<file path="src/rtl/tl_pkg.sv">
// Shared constants, state type and window helper for the race-logic edge encoder.
package tl_pkg;

   localparam int W_DEF = 3;

   // All-ones value at the default width encodes "never fires".
   localparam logic [W_DEF-1:0] INF = '1;

   typedef enum logic {
      IDLE = 1'b0,
      RUN  = 1'b1
   } state_e;

   function automatic int win_len(input int w);
      return 1 << w;
   endfunction

endpackage

</file>
<file path="src/rtl/tl_chan_fire.sv">
// One temporal output channel: compares its value against the window counter.
// TL_PULSE_MODE_EN selects a one-cycle pulse; otherwise q holds until window end.
module tl_chan_fire
   import tl_pkg::*;
#(
   parameter int W = W_DEF
) (
   input  logic         aclk,
   input  logic         rst,
   input  logic [W-1:0] val_i,
   input  logic [W-1:0] cnt_i,
   input  logic         grst_i,
   input  logic         win_end_i,
   output logic         q_o
);

   logic is_inf;
   logic fire;

   assign is_inf = &val_i;

   // Value 0 may only match during the grst cycle, since an idle encoder parks cnt at 0.
   assign fire = !is_inf && (cnt_i == val_i) && (grst_i || (val_i != '0));

   // NOTE: sequential state uses non-blocking assignments so every flop samples pre-edge values.
   always_ff @(posedge aclk) begin
      if (rst) begin
         q_o <= 1'b0;
      end
`ifdef TL_PULSE_MODE_EN
      else begin
         q_o <= fire && !win_end_i;
      end
`else
      else if (win_end_i) begin
         q_o <= 1'b0;
      end else if (fire) begin
         q_o <= 1'b1;
      end
`endif
   end

endmodule

</file>
<file path="src/rtl/tl_edge_encoder.sv">
// Binary-to-temporal encoder: handshake, pending/active vectors, window counter and FSM.
// Channel output style is selected by TL_PULSE_MODE_EN (see tl_chan_fire).
module tl_edge_encoder
   import tl_pkg::*;
#(
   parameter int N_CH = 2,
   parameter int W    = W_DEF
) (
   input  logic              aclk,
   input  logic              rst,
   input  logic              in_valid,
   output logic              in_ready,
   input  logic [N_CH*W-1:0] in_val,
   output logic              grst,
   output logic [N_CH-1:0]   q,
   output logic              busy
);

   localparam logic [W-1:0] CNT_MAX = W'(win_len(W) - 1);

   state_e              state_q;
   logic [W-1:0]        cnt_q;
   logic                grst_q;
   logic                pend_vld_q;
   logic [N_CH*W-1:0]   pend_val_q;
   logic [N_CH*W-1:0]   act_val_q;

   logic                win_end;
   logic                launch;
   logic                xfer;

   assign win_end  = (state_q == RUN) && (cnt_q == CNT_MAX);
   assign launch   = pend_vld_q && ((state_q == IDLE) || win_end);
   assign in_ready = !rst && (!pend_vld_q || launch);
   assign xfer     = in_valid && in_ready;

   assign grst = grst_q;
   assign busy = (state_q == RUN);

   // Window FSM; a launch at the last window cycle restarts with no idle gap.
   always_ff @(posedge aclk) begin
      if (rst) begin
         state_q    <= IDLE;
         cnt_q      <= '0;
         grst_q     <= 1'b0;
         pend_vld_q <= 1'b0;
      end else begin
         grst_q <= launch;

         unique case (state_q)
            IDLE: begin
               if (launch) begin
                  state_q <= RUN;
                  cnt_q   <= '0;
               end
            end
            RUN: begin
               if (cnt_q == CNT_MAX) begin
                  cnt_q   <= '0;
                  state_q <= launch ? RUN : IDLE;
               end else begin
                  cnt_q <= cnt_q + 1'b1;
               end
            end
            default: begin
               state_q <= IDLE;
               cnt_q   <= '0;
            end
         endcase

         if (xfer) begin
            pend_vld_q <= 1'b1;
         end else if (launch) begin
            pend_vld_q <= 1'b0;
         end
      end
   end

   // NOTE: data registers carry no reset; their valid flags and the FSM decide when they matter.
   always_ff @(posedge aclk) begin
      if (xfer) begin
         pend_val_q <= in_val;
      end
      if (launch) begin
         act_val_q <= pend_val_q;
      end
   end

   for (genvar i = 0; i < N_CH; i++) begin : g_chan
      tl_chan_fire #(
         .W (W)
      ) u_chan (
         .aclk      (aclk),
         .rst       (rst),
         .val_i     (act_val_q[i*W +: W]),
         .cnt_i     (cnt_q),
         .grst_i    (grst_q),
         .win_end_i (win_end),
         .q_o       (q[i])
      );
   end

endmodule

</file>
<file path="config.mk">
export PLATFORM = sky130hd
export DESIGN_NAME = tl_edge_encoder
export DESIGN_NICKNAME = d
export VERILOG_FILES = /design/src/rtl/tl_pkg.sv /design/src/rtl/tl_chan_fire.sv /design/src/rtl/tl_edge_encoder.sv
export SDC_FILE = /design/constraint.sdc
export NUM_CORES = 1
export LEC_CHECK = 0
export BUFFER_PORTS_ARGS = -buffer_cell sky130_fd_sc_hd__buf_2
export CAP_MARGIN = 40
export CORE_MARGIN = 2
export CORE_UTILIZATION = 56
export CTS_BUF_LIST = sky130_fd_sc_hd__clkbuf_8 sky130_fd_sc_hd__clkbuf_16
export CTS_CLUSTER_DIAMETER = 80
export DETAILED_ROUTE_END_ITERATION = 8
export PLACE_DENSITY_LB_ADDON = 0.05
export SLEW_MARGIN = 20
export SYNTH_ARGS = -nofsm -noshare
export SYNTH_HDL_FRONTEND = slang
export SYNTH_HIERARCHICAL = 1
export SYNTH_SLANG_ARGS = --single-unit
</file>
<file path="constraint.sdc">
create_clock -name aclk -period 5.78 [get_ports aclk]
set_clock_uncertainty 0.15 [all_clocks]
set_input_delay 1.156 -clock aclk [delete_from_list [all_inputs] [get_ports aclk]]
set_output_delay 1.156 -clock aclk [all_outputs]
set_load 0.005 [all_outputs]
</file>
* Word-level counts from Yosys, hierarchy flattened *
Cells that the tools add are included.
Widths: inputs -> output; s select.

cells by class
  $add $sub $neg = 1
  multiply operators = 0
  div/mod/pow operators = 0
  order comparisons = 0
  equal/unequal tests = 4
  shift-type cells = 0
  multiplexer cells = 8
  bitwise operators = 1
  reductions and logical operators = 22

operators by type and width
  operator             count
  $logic_and 1x1->1    8
  $eq 3x3->1           2
  $mux 3               2
  $pmux 3 s2           1
  $reduce_and 3->1     2
  $reduce_bool 3->1    2
  $logic_not 1->1      4
  $logic_or 1x1->1     4
  $mux 1               4
  $add 3x1->3 const B  1
  $eq 3x3->1 const B   1
  $ne 2x2->1 const B   1
  $pmux 1 s2           1
  $reduce_bool 2->1    1
  $reduce_or 2->1      1
  $not 1->1            1

word-level totals
  register bits after elaboration = 20
  latch bits = 0
  memory bits (writable) = 0
  ROM bits = 0
  bits of input ports = 9
  word-level logic and storage cells = 44
  memories kept = 0

* Logic depth before layout (Yosys ltp) *
  depth after elaboration = 8
  gate-level depth with buffers = 4
  gate-level depth less buffers = 4

* Cells and area by module *
The synthesis kept the hierarchy.

modules (own cells, without submodules)
  module           instances  cells each  area an instance (µm²)  seq. area each (µm²)
  tl_edge_encoder  1          41          626.9                   480.5
  tl_chan_fire     2          11          92.6                    20.0

* Worst setup path before layout *
No wires, ideal clock.

  path kind = input to output
  start = input port rst
  end = output port in_ready
  data arrival time = 1.435 ns
  data required time = 4.474 ns
  slack = 3.039 ns
  cell stages on the path = 2
  path buffers = 1
  cells stage by stage = buf_2 -> a21oi_1

on the way
  cells in the longest elaborated chain, start to end = 2

ends and longest elaborated chain
  item               RTL line               RTL
  from (decl)        tl_edge_encoder.sv:10  input logic rst,
  $logic_not 1->1    tl_edge_encoder.sv:34  assign in_ready = !rst && (!pend_vld_q || launch);
  $logic_and 1x1->1  tl_edge_encoder.sv:34
  to (decl)          tl_edge_encoder.sv:12  output logic in_ready,

No other way between the ends.

* Final worst setup path *
  start = register cnt_q[0]
  end = output port in_ready

on the way
  cells in the longest elaborated chain, start to end = 6

ends and longest elaborated chain
  item                    RTL line               RTL
  from (decl)             tl_edge_encoder.sv:22  logic [W-1:0] cnt_q;
  from (signal assigned)  tl_edge_encoder.sv:62  cnt_q <= cnt_q + 1'b1;
  $eq 3x3->1              tl_edge_encoder.sv:32  assign win_end = (state_q == RUN) && (cnt_q == CNT_MAX);
  $logic_and 1x1->1       tl_edge_encoder.sv:32
  $logic_or 1x1->1        tl_edge_encoder.sv:33  assign launch = pend_vld_q && ((state_q == IDLE) || win_end);
  $logic_and 1x1->1       tl_edge_encoder.sv:33
  $logic_or 1x1->1        tl_edge_encoder.sv:34
  $logic_and 1x1->1       tl_edge_encoder.sv:34

No other way between the ends.

==> metrics.log <==
[metrics] Clock Latency Late Sink: approximately 0.25 ns
[metrics] final weighted congestion in routability-driven placement: 0.8122
[metrics] number of instances resized during post-cts repair: 0
[metrics] data required time of the critical path: 4.47 ns
[metrics] crit path buf inv count: 1
[metrics] FF+latch count, synth: 20
[metrics] number of I/O pins: 14
[metrics] vias after detailed routing: 530
[metrics] part of the total power dissipated in combinational logic: 0.064
[metrics] GRT Resource Usage Total: 0.1715
[metrics] kind of critical path: reg -> out
[metrics] crit path cell chain: ha_1 > ha_1 > and2b_2 > a21oi_1 > buf_2
[metrics] post-place instance area: roughly 890 um2
[metrics] warnings from Yosys: 6
[metrics] layout overhead on the synthesized area: 18.49%
[metrics] Die Span Y: about 42 um
[metrics] routed via count divided by cell count: around 5.6
[metrics] Layout Utilization: 0.7214
[metrics] endpoint class of the critical path: output port
[metrics] # hold bufs at CTS: 0
[metrics] Levels on crit path: 5
[metrics] CTS tree: done
[metrics] number of max-cap violations: 0
[metrics] switching power of the nets: just over 0.00006 W
[metrics] internal power summed over all cells: 0.0002612 W
[metrics] H-tree Lvls: 1
[metrics] arithmetic-cell share of the synthesized area counting full adders, half adders and majority gates: 0.03082
[metrics] leakage power: 0.3669 nW
[metrics] total half-perimeter wirelength after legalization and detailed placement: slightly above 900 um
[metrics] XOR/XNOR Fraction of Synth Area: 0.02157
[metrics] total number of nets in the final design: between 90 and 100
[metrics] CTS max path bufs: 2
[metrics] Pre-antenna DRT Iters: 3
[metrics] setup repair after global routing missed its margin: false
[metrics] PwrDens: 335.8 mW/mm2
[metrics] post-synthesis simple-gate area fraction: 0.1418
[metrics] largest stage delay on the critical path: about 0.5 ns
[metrics] area of the die: between 0.0015 and 0.002 mm2
[metrics] cell occurring most often along the worst timing path: ha_1
[metrics] ratio of final minimum period to clock period: 0.5142
[metrics] DRC violation total after the first TritonRoute iteration: 4
[metrics] Filler cells: 97
[metrics] CTS clock-pin slew for the worst setup and hold paths: 0.07 ns
[metrics] cell area after synthesis: a little over 800 um2
[metrics] starting density of the core: 0.6088
[metrics] kind of launch point of the worst setup path: register
[metrics] switching portion of total power: 0.1915
[metrics] remaining antenna violation count: 0
[metrics] Horiz. Die Dim: 42.08 um
[metrics] total detailed-routing wirelength: about 1300 um
[metrics] aggregate negative setup slack: 0 ns
[metrics] number of antenna violations at the first check in global routing: 0
[metrics] depth of the worst register-to-register path: 4
[metrics] number of distinct library cells after synthesis: 20
[metrics] minimum clock period: 2.972 ns
[metrics] slowest library cell on the worst path: dfxtp_1
[metrics] fraction of final layout cells sized beyond drive strength 1: 0.2911
[metrics] highest net fanout along the worst path: 9
[metrics] first-pass GRT wire length: approximately 2200 um
[metrics] Hold Crit Depth: 0
[metrics] main combinational cell family by area after synthesis: compound AO/OA/AOI/OAI gates
[metrics] count of input and output buffers: 13
[metrics] CP top delay family: flip-flops
[metrics] achievable clock frequency: between 300 and 400 MHz
[metrics] Tightest Hold Check Type: reg -> reg
[metrics] routed wire length per instance: 13.54 um
[metrics] vias in the first global route: 517
[metrics] run status: complete, no violations
[metrics] clock root buffer: clkbuf_8
[metrics] mux contribution to synthesized area: 0
[metrics] std cell rows: 13
[metrics] number of buffers created by CTS: 3
[metrics] number of DRC violations after detailed routing: 0
[metrics] transition time at the pin with the least slew margin: 0.5463 ns
[metrics] share of total power in sequential cells: 0.511
[metrics] number of max-slew violations in the final report: 0
[metrics] number of sinks handled by clock tree synthesis: 20
[metrics] final setup violation count: 0
[metrics] share of total power in the clock network: 0.426
[metrics] ant diodes: 0
[metrics] final hold violations: 0
[metrics] Mean Syn Cell Area: roughly 13 um2
[metrics] arrival time reported for the critical path endpoint: ~1.7 ns
[metrics] Post-CTS Setup Bufs: 0
[metrics] Final Cell Area: ~960 um2
[metrics] pin count of the biggest net entering global routing: 13
[metrics] post-synthesis sequential area ratio: 0.6410
[metrics] synthesized-area fraction occupied by ao, oa, aoi and oai cells: 0.1541
[metrics] remaining global-route overflow: 0
[metrics] maximum VDD drop: around 240 uV
[metrics] number of standard cells after synthesis: 63
[metrics] normalized max-slew margin: 0.6358
[metrics] core region area: between 0.001 and 0.0015 mm2
[metrics] Post-Synthesis Net Count: 74
==> metal layers <==
metal | share of wire | track usage | vias up | wire length (um)
li1 | - | - | 270 | -
met1 | 0.46 | 0.2090 | 241 | 588
met2 | 0.48 | 0.2875 | 17 | 617
met3 | 0.044 | 0.03879 | 2 | 56
met4 | 0.0086 | 0.08125 | 0 | 11
met5 | 0 | 0 | - | 0
==> power groups by stage <==
stage          clock [W]  combinational (W)  sequential (W)
3_3_place_gp           0          0.0000202        0.000168
2_1_floorplan          0          0.0000139        0.000167
3_5_place_dp           0          0.0000205        0.000168
6_report        0.000138          0.0000206        0.000165
5_1_grt         0.000146          0.0000229        0.000166
4_1_cts         0.000141          0.0000207        0.000165
==> cell type report <==
cell class,instances,area (um2),area share
sequential,20,520.5,0.5410
multi-input combinational,41,282.8,0.2939
timing repair buffer,13,65.06,0.06762
clock buffer,3,41.29,0.04291
clock inverter,1,30.03,0.03121
tap,15,18.77,0.01951
inverter,1,3.754,0.003901
==> cells in the mapped netlist, drive strengths merged <==
cell     instances  area [um2]
and2b            1       8.760
o31a             2       17.52
ha               2       25.02
a2111oi          2       30.03
a21oi            9       45.04
and2             1       7.510
and3b            2       20.02
or3b             2       17.52
xnor2            2       17.52
o211ai           2       15.01
buf              1       5.000
o31ai            1       7.510
dfxtp            8       160.2
nand2            2       7.510
inv              1       3.750
nand2b           2       12.51
edfxtp          12       360.4
nor3             3       15.01
a32o             1       10.01
nor2             7       26.28
==> layout by cell type (no fill, tap or decap) <==
cell       instances
ha_1               2
clkbuf_8           3
a21oi_1            9
xnor2_1            2
edfxtp_1          12
and2b_2            1
bufinv_16          1
nand2b_1           2
inv_1              1
o31a_1             2
or3b_1             2
nand2_1            2
a32o_1             1
nor2_1             7
nor3_1             3
o211ai_1           2
and2_2             1
a2111oi_2          2
and3b_2            2
dfxtp_1            8
o31ai_1            1
buf_2             13
==> per-stage QoR <==
stage | hold WS (ns) | power [W] | setup slack, ns | cells
2_1_floorplan | 0.2503 | 0.0001806 | 3.039 | 63
3_3_place_gp | 0.2515 | 0.0001880 | 2.909 | 90
3_5_place_dp | 0.2562 | 0.0001887 | 2.915 | 90
4_1_cts | 0.2758 | 0.0003266 | 2.794 | 94
5_1_grt | 0.2850 | 0.0003354 | 2.634 | 94
6_report | 0.2740 | 0.0003231 | 2.808 | 94
==> cells by family (layout without fill, tap and decap cells) <==
family,Yosys count,after routing
xor gates and xnor gates,2,2
adders and majority gates,2,2
and+or+nand+nor,20,20
AOI/OAI and AO/OA,17,17
buffers and inverters,2,18
DFF,20,20
==> path summary, 6_finish.rpt <==
kind / to / slack (ns) / startpoint
worst max register to register: pend_val_q[1] / 3.65 / cnt_q[0]
worst min-delay path: act_val_q[3] / 0.27 / pend_val_q[3]
worst min register to register: act_val_q[3] / 0.27 / pend_val_q[3]
worst max-delay path: in_ready / 2.81 / cnt_q[0]
==> sequential cells by signal, indices dropped and copies added, names as in the netlist <==
register,count
act_val_q,6
busy,1
cnt_q,3
g_chan.u_chan/q_o,2
grst,1
pend_val_q,6
pend_vld_q,1
No activity file was read; power rests on OpenSTA's default activity.
